===== config.mk =====
export PLATFORM = sky130hd
export DESIGN_NAME = tt_rr_arbiter
export DESIGN_NICKNAME = d
export VERILOG_FILES = /design/src/rtl/tt_rr_arbiter.sv
export SDC_FILE = /design/constraint.sdc
export NUM_CORES = 1
export LEC_CHECK = 0
export CORE_ASPECT_RATIO = 0.6
export CORE_UTILIZATION = 30
export CTS_CLUSTER_DIAMETER = 200
export CTS_CLUSTER_SIZE = 30
export DETAILED_ROUTE_END_ITERATION = 8
export PLACE_DENSITY_LB_ADDON = 0.15
export SYNTH_ARGS = -nofsm -noshare
export SYNTH_HDL_FRONTEND = slang
export SYNTH_SLANG_ARGS = --single-unit

===== constraint.sdc =====
create_clock -name i_clk -period 3.45 [get_ports i_clk]
set_clock_uncertainty 0.15 [all_clocks]
set_input_delay 0.345 -clock i_clk [delete_from_list [all_inputs] [get_ports i_clk]]
set_output_delay 0.345 -clock i_clk [all_outputs]
set_load 0.02 [all_outputs]

===== src/rtl/tt_rr_arbiter.sv =====
// Round-robin arbiter that locks a grant for a multi-beat transaction.
// The priority pointer advances past the winner when its last beat completes.
module tt_rr_arbiter #(
    parameter int NUM_REQ = 8,
    parameter int IDX_W   = $clog2(NUM_REQ)
) (
    input  logic               i_clk,
    input  logic               i_reset_n,
    input  logic [NUM_REQ-1:0] i_req,
    input  logic [NUM_REQ-1:0] i_mask,
    input  logic               i_ready,
    input  logic               i_last,
    output logic               o_valid,
    output logic [NUM_REQ-1:0] o_gnt,
    output logic [IDX_W-1:0]   o_gnt_idx
);

    localparam int SPAN = 1 << IDX_W;
    localparam logic [IDX_W:0] NUM_REQ_W = (IDX_W+1)'(NUM_REQ);
    localparam logic [IDX_W-1:0] LAST_IDX = IDX_W'(NUM_REQ - 1);

    localparam logic [0:0] ST_IDLE = 1'b0;
    localparam logic [0:0] ST_LOCK = 1'b1;

    logic [0:0]       r_state;
    logic [IDX_W-1:0] r_ptr;
    logic [IDX_W-1:0] r_gnt_idx;

    logic [0:0]       w_state_nxt;
    logic [IDX_W-1:0] w_ptr_nxt;
    logic [IDX_W-1:0] w_idx_nxt;
    logic [SPAN-1:0]  w_elig;
    logic             w_done;
    logic [IDX_W-1:0] w_ptr_inc;
    logic [IDX_W-1:0] w_search_ptr;
    logic             w_found;
    logic [IDX_W-1:0] w_win_idx;

    // Padding to a power of two keeps every candidate index in range of the select.
    assign w_elig       = SPAN'(i_req & ~i_mask);
    assign w_done       = (r_state == ST_LOCK) && i_ready && i_last;
    assign w_ptr_inc    = (r_gnt_idx == LAST_IDX) ? '0 : r_gnt_idx + IDX_W'(1);
    assign w_search_ptr = (r_state == ST_LOCK) ? w_ptr_inc : r_ptr;

    // Walk from the farthest offset back to the pointer so the nearest eligible index is written last.
    always_comb begin : search
        logic [IDX_W:0] w_sum;
        // NOTE: every always_comb output gets a default first, otherwise a missed path infers a latch.
        w_found   = 1'b0;
        w_win_idx = '0;
        w_sum     = '0;
        for (int off = NUM_REQ - 1; off >= 0; off--) begin
            w_sum = {1'b0, w_search_ptr} + (IDX_W+1)'(off);
            if (w_sum >= NUM_REQ_W) begin
                w_sum = w_sum - NUM_REQ_W;
            end
            if (w_elig[w_sum[IDX_W-1:0]]) begin
                w_found   = 1'b1;
                w_win_idx = w_sum[IDX_W-1:0];
            end
        end
    end

    always_comb begin
        w_state_nxt = r_state;
        w_ptr_nxt   = r_ptr;
        w_idx_nxt   = r_gnt_idx;
        case (r_state)
            ST_IDLE: begin
                if (w_found) begin
                    w_state_nxt = ST_LOCK;
                    w_idx_nxt   = w_win_idx;
                end
            end
            ST_LOCK: begin
                if (w_done) begin
                    w_ptr_nxt = w_ptr_inc;
                    if (w_found) begin
                        w_idx_nxt = w_win_idx;
                    end else begin
                        w_state_nxt = ST_IDLE;
                    end
                end
            end
            default: w_state_nxt = ST_IDLE;
        endcase
    end

    // NOTE: sequential state uses non-blocking assignments so every flop samples pre-edge values.
    always_ff @(posedge i_clk or negedge i_reset_n) begin
        if (!i_reset_n) begin
            r_state   <= ST_IDLE;
            r_ptr     <= '0;
            r_gnt_idx <= '0;
        end else begin
            r_state   <= w_state_nxt;
            r_ptr     <= w_ptr_nxt;
            r_gnt_idx <= w_idx_nxt;
        end
    end

    assign o_valid   = (r_state == ST_LOCK);
    assign o_gnt_idx = r_gnt_idx;

    for (genvar g = 0; g < NUM_REQ; g++) begin : g_gnt
        assign o_gnt[g] = o_valid && (r_gnt_idx == IDX_W'(g));
    end

endmodule


# Word level (Yosys, flattened, before mapping)
# Cells that the tools add are included.
totals:
  input_bits: 20
  elab_cells: 106
  ff_bits: 7
  output_inout_bits: 12
op_classes:
  n_eq_ne: 8
  n_reduce_logical: 12
  n_bitwise: 3
  n_lt_le_gt_ge: 16
  add_sub_neg: 16
  muxes: 48
ops:
  columns: ["operator", "n"]
  rows:
  - ["2-to-1 mux 3 bit", 20]
  - ["< comparator 3 x 4 -> 1 bit (second input constant)", 8]
  - [">= comparator 4 bit (second input constant)", 7]
  - ["binary-select mux 1 bit (select 3 bit)", 8]
  - ["subtractor 3 x 1 -> 3 bit (second input constant)", 8]
  - ["2-to-1 mux 1 bit", 18]
  - ["adder 3 x 3 -> 4 bit (second input constant)", 4]
  - ["equality test 3 bit (second input constant)", 4]
  - ["logical AND 1 bit", 10]
  - ["adder 3 x 2 -> 4 bit (second input constant)", 2]
  - ["AND 8 bit", 1]
  - ["inverter 8 bit", 1]
  - ["equality test 3 x 2 -> 1 bit (second input constant)", 2]
  - ["case mux 3 bit (2 select lines)", 1]
  - ["adder 3 x 1 -> 4 bit (second input constant)", 1]
  - [">= comparator 3 x 4 -> 1 bit (second input constant)", 1]
  - ["adder 3 x 1 -> 3 bit (second input constant)", 1]
  - ["equality test 3 x 1 -> 1 bit (second input constant)", 1]
  - ["logical NOT 3 bit", 1]
  - ["!= test 2 x 1 -> 1 bit (second input constant)", 1]
  - ["case mux 1 bit (2 select lines)", 1]
  - ["AND reduction 2 bit", 1]
  - ["inverter 1 bit", 1]

# Longest topological paths before layout
# Gate-level depths: netlist of the first run.
logic_depth:
  ltp_word: 19
  ltp_mapped: 13
  mapped_depth_nobuf: 12

# Least setup slack after synthesis of the first run
# Ideal clock, no wire load.
synth_path:
  path_type: "register -> register"
  start: "reg r_gnt_idx[0], in the netlist o_gnt_idx[0]"
  end: "reg r_gnt_idx[0], in the netlist o_gnt_idx[0]"
  arrival_time_ns: 3.257
  slack_ns: -0.085
  path_stages_with_launch: 13
  synth_period_minus_slack_ns: 3.535
  path_buffers: 1
  path_cell_list: "dfrtp_1 -> inv_1 -> ha_1 -> mux2i_1 -> inv_1 -> ha_1 -> clkbuf_1 -> mux4_2 -> mux2_2 -> a21o_1 -> a21o_1 -> a21oi_1 -> o31ai_2"
synth_via:
  elab_chain_cells: 19
  word_cells_on_any_way: 70
  cone_classes: "add/sub (16); order compare (8); eq/ne (1); mux (45)"
synth_lines:
  columns: ["element", "line_no", "source"]
  rows:
  - ["start, declared", "27", "logic [IDX_W-1:0] r_gnt_idx;"]
  - ["start signal, assigned", "98", "r_gnt_idx <= w_idx_nxt;"]
  - ["adder 3 x 1 -> 3 bit / equality test 3 bit (equally long branches)", "42", "assign w_ptr_inc = (r_gnt_idx == LAST_IDX) ? '0 : r_gnt_idx + IDX_W'(1);"]
  - ["2-to-1 mux 3 bit *", "42", null]
  - ["named net w_ptr_inc[1]", "34", "logic [IDX_W-1:0] w_ptr_inc;"]
  - ["2-to-1 mux 3 bit *", "43", "assign w_search_ptr = (r_state == ST_LOCK) ? w_ptr_inc : r_ptr;"]
  - ["adder 3 x 3 -> 4 bit", "53", "w_sum = {1'b0, w_search_ptr} + (IDX_W+1)'(off);"]
  - [">= comparator 4 bit / subtractor 3 x 1 -> 3 bit (equally long branches)", "54, 55", null]
  - ["2-to-1 mux 3 bit", "54", "if (w_sum >= NUM_REQ_W) begin"]
  - ["binary-select mux 1 bit (select 3 bit)", "57", "if (w_elig[w_sum[IDX_W-1:0]]) begin"]
  - ["2-to-1 mux 1 bit (implied by the code)", "57", null]
  - ["2-to-1 mux 3 bit / 2-to-1 mux 1 bit (equally long branches) (8 in a row)", "57", null]
  - ["2-to-1 mux 3 bit *", "70, 78", null]
  - ["2-to-1 mux 3 bit", "76", "if (w_done) begin"]
  - ["case mux 3 bit (2 select lines) *", "68", "case (r_state)"]
# Mark *: on every way through the listed nets, which the timed path passes. The rest lies on a longest branch. The select of a mux whose other input is x is not followed.
# A chain may end at the register's enable or synchronous reset.

# Worst setup path after layout of the first run
layout_path:
  start: "reg r_gnt_idx[1], in the netlist o_gnt_idx[1]"
  end: "reg r_gnt_idx[0], in the netlist o_gnt_idx[0]"
layout_via:
  elab_chain_cells: 19
  word_cells_on_any_way: 70
  cone_classes: "add/sub (16); order compare (8); eq/ne (1); mux (45)"
layout_lines:
  columns: ["element", "line_no"]
  rows:
  - ["adder 3 x 1 -> 3 bit / equality test 3 bit (equally long branches)", "42"]
  - ["2-to-1 mux 3 bit *", "42"]
  - ["2-to-1 mux 3 bit *", "43"]
  - ["adder 3 x 3 -> 4 bit", "53"]
  - [">= comparator 4 bit / subtractor 3 x 1 -> 3 bit (equally long branches)", "54, 55"]
  - ["2-to-1 mux 3 bit", "54"]
  - ["binary-select mux 1 bit (select 3 bit)", "57"]
  - ["2-to-1 mux 1 bit (implied by the code)", "57"]
  - ["2-to-1 mux 3 bit / 2-to-1 mux 1 bit (equally long branches) (8 in a row)", "57"]
  - ["2-to-1 mux 3 bit *", "70, 78"]
  - ["2-to-1 mux 3 bit", "76"]
  - ["case mux 3 bit (2 select lines) *", "68"]
# Mark *: on every way between the ends. The rest lies on a longest branch, timed or not. The select of a mux whose other input is x is not followed.

==> results of run 1 <==
[worst max-delay path: stages (launching register included)]
cell,delay (ps)
dfrtp_1,430
ha_1,230
ha_1,250
nor3b_4,250
nor2_4,80
inv_4,120
ha_1,310
mux4_2,390
mux2_2,340
o21a_1,200
o211a_1,230
o31ai_2,210
[cell usage in the layout (no fill, tap or decap), types with 4 or more instances in the layout]
cell type	netlist	final
nor2_1	11	11
mux4_2	7	7
inv_1	5	5
nand2_1	15	15
buf_4	0	13
dfrtp_1	7	5
mux2i_1	8	7
a21oi_1	9	9
nand2b_1	10	10
and2_1	6	6
and3_1	5	5
clkdlybuf4s50_1	0	31
ha_1	7	7
o21ai_0	4	4
nor3_1	9	9
mux2_2	7	7
nor2b_1	10	10
[registers in the layout, indices dropped and copies added (netlist names)]
signal     flops
r_ptr          3
o_valid        1
o_gnt_idx      3
[Yosys cell counts]
master,count
o31ai_1,3
clkbuf_1,4
o21ai_0,4
nor2_4,1
mux4_2,7
dfrtp_1,7
nand4_1,1
nand3_1,2
o41ai_1,1
nor4_1,1
o211a_1,2
a21o_1,3
a32oi_1,1
nand3b_1,1
nor3_1,9
o221ai_1,1
mux2i_1,8
a21oi_1,9
o21a_1,2
ha_1,7
o21ba_1,1
mux2_2,7
and3_1,5
and2_1,6
o31ai_2,1
xnor2_1,3
o32ai_1,1
a31o_1,1
nand2_1,15
nor2_1,11
nor3b_4,1
a211oi_1,1
inv_4,1
nand2b_1,10
o311ai_1,1
nor3b_1,1
o22ai_1,1
nor4b_2,1
nor2b_1,10
inv_1,5
[what timing repair did]
| action | 4_1_cts | 5_1_grt |
|---|---|---|
| buffers inserted | 0 | 3 |
| resized for setup | 0 | 2 |
| setup endpoints to repair | 0 | 3 |
[path summary, 6_finish.rpt]
path                                          start                        to  slack, ps  cells after the start
max in group asynchronous                 i_reset_n  o_gnt_idx[0]$_DFFE_PN0P_       2630                      1
setup / recovery           o_gnt_idx[1]$_DFFE_PN0P_  o_gnt_idx[0]$_DFFE_PN0P_        150                     11
hold / removal                            i_reset_n  o_gnt_idx[2]$_DFFE_PN0P_        240                      1
min in group i_clk             r_ptr[2]$_DFFE_PN0P_      r_ptr[2]$_DFFE_PN0P_        340                      2
hold reg to reg                r_ptr[2]$_DFFE_PN0P_      r_ptr[2]$_DFFE_PN0P_        340                      2
setup reg to reg           o_gnt_idx[1]$_DFFE_PN0P_  o_gnt_idx[0]$_DFFE_PN0P_        150                     11
[metal layers]
| metal | up-vias | part of all wire [%] | routed length, µm |
|---|---|---|---|
| met5 | - | 0 | 0 |
| met4 | 0 | 0.96 | 40 |
| met3 | 7 | 9.6 | 397 |
| met2 | 60 | 43 | 1776 |
| met1 | 687 | 47 | 1942 |
| li1 | 671 | - | - |
[per-stage QoR]
stage	cells	hold slack [ps]	util [%]
final	261	238.4	44.11
after CTS	258	240.1	43.44
after detailed placement	254	338.7	42.35
after floorplan	157	-100.6	-
after global routing	261	253.7	44.11
after global placement	254	320.0	42.35
[cell families after synthesis]
family,Yosys count,share of synthesized area (%)
buffers and inverters,10,3.083
xor gates and xnor gates,3,2.023
AOI/OAI and AO/OA,33,18.02
DFF,7,13.49
muxes,22,24.37
and+or+nand+nor,75,32.27
adders and majority gates,7,6.743
[cell type report]
class | count | area [µm²] | share of cell area (%)
Tap cell | 60 | 75.07 | 4.129
Clock buffer | 4 | 45.04 | 2.478
Inverter | 6 | 25.02 | 1.376
Multi-Input combinational cell | 140 | 1087 | 59.81
Timing Repair Buffer | 44 | 407.9 | 22.44
Sequential cell | 7 | 177.7 | 9.773
==> impl_metrics.json, run 1 <==
{
  "status": "completed",
  "crit_arrival_ps": 3280,
  "finalSetupViolCount": 0,
  "pre_cts_slack_ps": 103.0,
  "ios": 32,
  "antenna_found_initial": 0,
  "grt_use_met2_pct": 27.43,
  "synth.area.top_cells": "dfrtp_1, mux4_2, ha_1, mux2i_1, mux2_2",
  "first_pass_iters": 4,
  "slew_headroom_pct": 56.18,
  "grt_pass1_vias": 1309,
  "antenna_left": 0,
  "top_usage_layer": "met1",
  "worstMarginPinSlew_ps": 652.6,
  "fillCellCount": 397,
  "rsz0062_at_grt": "false",
  "die_h_um": 52.97,
  "num_vias": 1425,
  "slew_violations": 0,
  "cts.sinks": 7,
  "start_util_pct": 31.51,
  "port_buffers": 31,
  "max_cap_violations": 0,
  "worstHoldPathType": "input port to asynchronous set/reset pin",
  "htreeDepth": 1,
  "worstPathMaxFanout": 9,
  "syn_inst": 157,
  "grt_max_degree": 17,
  "drt-vias-per-instance": 5.460,
  "fmax_mhz": 303.4,
  "yosys_warnings": 0,
  "ys_types": 40,
  "cp.required_ps": 3430,
  "period_needed_ps": 3296,
  "grt_pass1_wl_um": 6589,
  "finalWorstSetupSlack_ps": 154.4,
  "setup_tns_ps": 0,
  "synth_largest_area_cell": "dfrtp_1",
  "synth_top_area_share_pct": 13.49,
  "clk_path_buf_depth": 2,
  "die_area_um2": 4605,
  "drt-total-wl_um": 4157,
  "synth-seq-area-share_pct": 13.49,
  "final_area_um2": 1818,
  "syn2layout_area_growth_pct": 39.98,
  "grt_use_met3_pct": 3.276,
  "diodes": 0,
  "end_kind": "flop",
  "overflow": 0,
  "die_w_um": 86.94,
  "clock_latency_ps": 240,
  "cts-root-buf": "clkbuf_8",
  "nets": 229,
  "crit_type": "flop to flop",
  "avgSynthCellArea_um2": 8.272,
  "cts_hold_buf": 0,
  "clk_pin_slew_ps": 40,
  "met1_usage_pct": 29.32,
  "remaining_drc_errors": 0,
  "gp_congestion": 0.9510,
  "place_area_um2": 1745,
  "final_hold_viol_count": 0,
  "hpwl_um": 3363,
  "cts_buffers": 3,
  "synth_seq_cells": 7,
  "fin_crit_sh_pct": 95.52,
  "wl_per_cell_um": 15.93,
  "cts_tree": "built",
  "coreArea_um2": 4121,
  "rows": 18,
  "netlist_area_um2": 1299,
  "crit_path_start_kind": "flop",
  "synthesis.nets": 184,
  "grt_usage_pct": 19.32,
  "dr.first_iter.drc_count": 161,
  "drive_above_1_share_pct": 18.91
}
Power of run 1 is not shown: default switching activity piles up to over one toggle a cycle in this logic, so the estimate is an artifact.
==> inputs of run 2 (changes only) <==
- CTS_BUF_LIST: unset -> sky130_fd_sc_hd__clkbuf_4 sky130_fd_sc_hd__clkbuf_8
==> impl_metrics.json, run 2 (synthesis gave the netlist of run 1 again) <==
{
  "antenna_found_initial": 0,
  "crit_buf_inv": 1,
  "first_pass_iters": 4,
  "syn2layout_area_growth_pct": 40.56,
  "multiInputGateArea_um2": 1092,
  "diodes": 0,
  "worstPathMaxFanout": 9,
  "gp_congestion": 0.9510,
  "cts.sinks": 7,
  "wl_per_cell_um": 16.11,
  "fmax_mhz": 301.6,
  "fin_crit_sh_pct": 96.11,
  "finalSetupViolCount": 0,
  "crit_chain": "ha_1 -> ha_1 -> nor3b_4 -> nor2_4 -> inv_4 -> ha_2 -> mux4_2 -> mux2_2 -> o21a_1 -> o211a_1 -> o31ai_2",
  "clk_pin_slew_ps": 40,
  "overflow": 0,
  "drt-total-wl_um": 4206,
  "cp.required_ps": 3430,
  "grt_pass1_vias": 1317,
  "dpl.cell_count": 254,
  "slew_violations": 0,
  "ios": 32,
  "final_area_um2": 1826,
  "grt_max_degree": 17,
  "htreeDepth": 1,
  "crit_path_start_kind": "flop",
  "die_w_um": 86.94,
  "hpwl_um": 3363,
  "worstMarginPinSlew_ps": 613.7,
  "antenna_left": 0,
  "cts_tree": "built",
  "max_cap_violations": 0,
  "drt-vias-per-instance": 5.429,
  "r2r_setup_slack_ps": 130,
  "cpMostUsedCell": "ha_1",
  "cts_buffers": 3,
  "rows": 18,
  "coreArea_um2": 4121,
  "final_hold_viol_count": 0,
  "slowest_stage": "dfrtp_1",
  "dr.first_iter.drc_count": 144,
  "grt_usage_pct": 19.35,
  "seq_area_um2": 176.4,
  "die_area_um2": 4605,
  "grt_pass1_wl_um": 6617,
  "clk_path_buf_depth": 2,
  "fillCellCount": 398,
  "layout_common_cells": "clkdlybuf4s50_1, nand2_1, buf_4, nor2_1, nor2b_1",
  "nets": 229,
  "worstHoldPathType": "input port to asynchronous set/reset pin",
  "drive_above_1_share_pct": 19.90,
  "num_vias": 1417,
  "finalWorstSetupSlack_ps": 134.1,
  "period_needed_ps": 3316,
  "start_util_pct": 31.51,
  "rr_startpoint": "o_gnt_idx[1]$_DFFE_PN0P_",
  "end_kind": "flop",
  "remaining_drc_errors": 0,
  "max_stage_delay_ps": 430,
  "crit_arrival_ps": 3290,
  "pre_cts_slack_ps": 103.0,
  "status": "completed",
  "crit_start": "o_gnt_idx[1]$_DFFE_PN0P_",
  "cts-root-buf": "clkbuf_8",
  "clock_latency_ps": 230,
  "critPathTopFamily": "adder cells",
  "mostFrequentLayoutCell": "clkdlybuf4s50_1",
  "place_area_um2": 1745,
  "slew_headroom_pct": 58.80,
  "setup_tns_ps": 0,
  "port_buffers": 31,
  "crit_type": "flop to flop",
  "die_h_um": 52.97,
  "layout.cells.non_filler": 261
}
run 2: path summary, 6_finish.rpt:
| check | to | cells past startpoint |
|---|---|---|
| max in group asynchronous | o_gnt_idx[0]$_DFFE_PN0P_ | 1 |
| hold reg to reg | r_ptr[2]$_DFFE_PN0P_ | 2 |
| setup reg to reg | o_gnt_idx[0]$_DFFE_PN0P_ | 11 |
| hold / removal | o_gnt_idx[1]$_DFFE_PN0P_ | 1 |
| min in group i_clk | r_ptr[2]$_DFFE_PN0P_ | 2 |
| setup / recovery | o_gnt_idx[0]$_DFFE_PN0P_ | 11 |
run 2: layout make-up:
cell class / count / area share, %
Timing Repair Buffer: 44 / 22.34
Inverter: 6 / 1.371
Clock buffer: 4 / 2.673
Tap cell: 60 / 4.112
Multi-Input combinational cell: 140 / 59.84
Sequential cell: 7 / 9.664
run 2: what timing repair did:
item                                    CTS  global route
hold buffers                              0             0
endpoints found under the setup margin    0             3
gates resized for setup                   0             3
setup buffers                             0             3
run 2: stage by stage:
stage,hold WS (ps),util (%)
global route,249.1,44.29
finish,240.0,44.29
global placement,320.0,42.35
floorplan,-100.6,-
CTS,240.1,43.53
detailed placement,338.7,42.35
run 2: routing by layer:
metal  global-route usage [%]  up-vias  routed length (µm)
li1                         -      668                   -
met1                    29.32      679                2015
met2                    27.56       65                1780
met3                    3.276        5                 373
met4                    5.278        0                  36
met5                        0        -                   0
Power of run 2 is left out for the same reason.
==> inputs of run 3 (changes only) <==
- DONT_BUFFER_PORTS: unset -> 1
==> impl_metrics.json, run 3 (synthesis gave the netlist of run 1 again) <==
{
  "status": "completed",
  "worstMarginPinSlew_ps": 704.4,
  "dr.first_iter.drc_count": 78,
  "ios": 32,
  "dpl.cell_count": 228,
  "grt_pass1_vias": 1261,
  "mostFrequentLayoutCell": "buf_4",
  "gp_congestion": 0.9534,
  "syn2layout_area_growth_pct": 22.06,
  "htreeDepth": 1,
  "pre_cts_slack_ps": -17.61,
  "layout.cells.non_filler": 238,
  "cts_tree": "built",
  "cp.required_ps": 3400,
  "crit_arrival_ps": 3190,
  "max_cap_violations": 0,
  "num_vias": 1308,
  "cts.sinks": 7,
  "finalWorstSetupSlack_ps": 210.6,
  "grt_pass1_wl_um": 6410,
  "cts-root-buf": "clkbuf_8",
  "cts_buffers": 3,
  "r2r_setup_slack_ps": 210,
  "end_kind": "flop",
  "rr_worst_depth": 13,
  "first_pass_iters": 4,
  "setup_tns_ps": 0,
  "drt-total-wl_um": 4051,
  "overflow": 0,
  "antenna_found_initial": 0,
  "holdPathStages": 3,
  "fillCellCount": 433,
  "fin_crit_sh_pct": 93.89,
  "drive_above_1_share_pct": 26.40,
  "slew_headroom_pct": 53.04,
  "layout_common_cells": "buf_4, nand2_1, nor2_1, nor2b_1, nand2b_1",
  "grt_usage_pct": 18.73,
  "crit_path_start_kind": "flop",
  "die_area_um2": 4605,
  "fmax_mhz": 308.7,
  "rr_startpoint": "o_gnt_idx[0]$_DFFE_PN0P_",
  "rows": 18,
  "clk_pin_slew_ps": 40,
  "r2r-end": "o_gnt_idx[2]$_DFFE_PN0P_",
  "slew_violations": 0,
  "start_util_pct": 31.51,
  "crit_type": "flop to flop",
  "crit_start": "o_gnt_idx[0]$_DFFE_PN0P_",
  "clock_latency_ps": 230,
  "die_h_um": 52.97,
  "rsz0062_at_grt": "false",
  "final_hold_viol_count": 0,
  "port_buffers": 0,
  "grt_max_degree": 15,
  "worstPathMaxFanout": 9,
  "min-delay-start": "i_ready",
  "holdPathEnd": "o_valid$_DFF_PN0_",
  "antenna_left": 0,
  "period_needed_ps": 3239,
  "worstHoldPathType": "input port to flop",
  "hpwl_um": 3325,
  "coreArea_um2": 4121,
  "remaining_drc_errors": 0,
  "nets": 206,
  "wl_per_cell_um": 17.02,
  "drt-vias-per-instance": 5.496,
  "finalSetupViolCount": 0,
  "diodes": 0,
  "die_w_um": 86.94,
  "clk_path_buf_depth": 2
}
[run 3: cell type report]
cell class	instances	area (µm²)	share of cell area, %
sequential	7	176.4	11.13
clock inverter	1	5.005	0.3157
tap	60	75.07	4.736
timing repair buffer	21	160.2	10.10
inverter	6	25.02	1.579
clock buffer	3	41.29	2.605
multi-input combinational	140	1102	69.53
[run 3: per-layer routing]
metal	part of all wire, %	vias to the layer above	track usage, %	wire (µm)
met2	41	49	26.38	1646
met1	50	631	29.20	2042
met4	0.42	0	3.056	17
met5	0	-	0	0
li1	-	626	-	-
met3	8.5	2	3.276	344
[run 3: repair_timing]
action                                  CTS  global route
hold buffers                              1             0
gates resized for setup                   0             4
endpoints found under the setup margin    1             3
hold endpoints to repair                  7             0
pin swaps                                 1             3
buffers inserted                          1             4
[run 3: worst max path at each step]
stage                                          end  slack, ps  cells past startpoint
after floorplan           o_gnt_idx[0]$_DFFE_PN0P_         10                     11
after global placement    o_gnt_idx[1]$_DFFE_PN0P_         50                     13
after detailed placement  o_gnt_idx[1]$_DFFE_PN0P_        -20                     13
after CTS                 o_gnt_idx[1]$_DFFE_PN0P_          4                     13
after global routing      o_gnt_idx[1]$_DFFE_PN0P_         40                     11
final                     o_gnt_idx[2]$_DFFE_PN0P_        210                     13
[run 3: critical path, stage by stage (launching register included)]
cell and delay (ps):
dfrtp_2 440, ha_1 230, ha_2 210, nor3b_4 240, nor2_4 90, inv_4 120, ha_4 240, mux4_2 340
buf_4 170, o21ba_1 170, o31ai_1 230, o41ai_1 120, nor3_1 240, o31ai_1 120
[run 3: metrics by stage]
stage	utilization [%]	instance area (µm²)	hold slack (ps)
2_1_floorplan	-	1300	-100.6
3_3_place_gp	35.73	1473	-100.4
3_5_place_dp	35.73	1473	-100.4
4_1_cts	37.28	1536	217.8
5_1_grt	38.46	1585	234.5
6_report	38.46	1585	228.5
Power of run 3 is left out for the same reason.
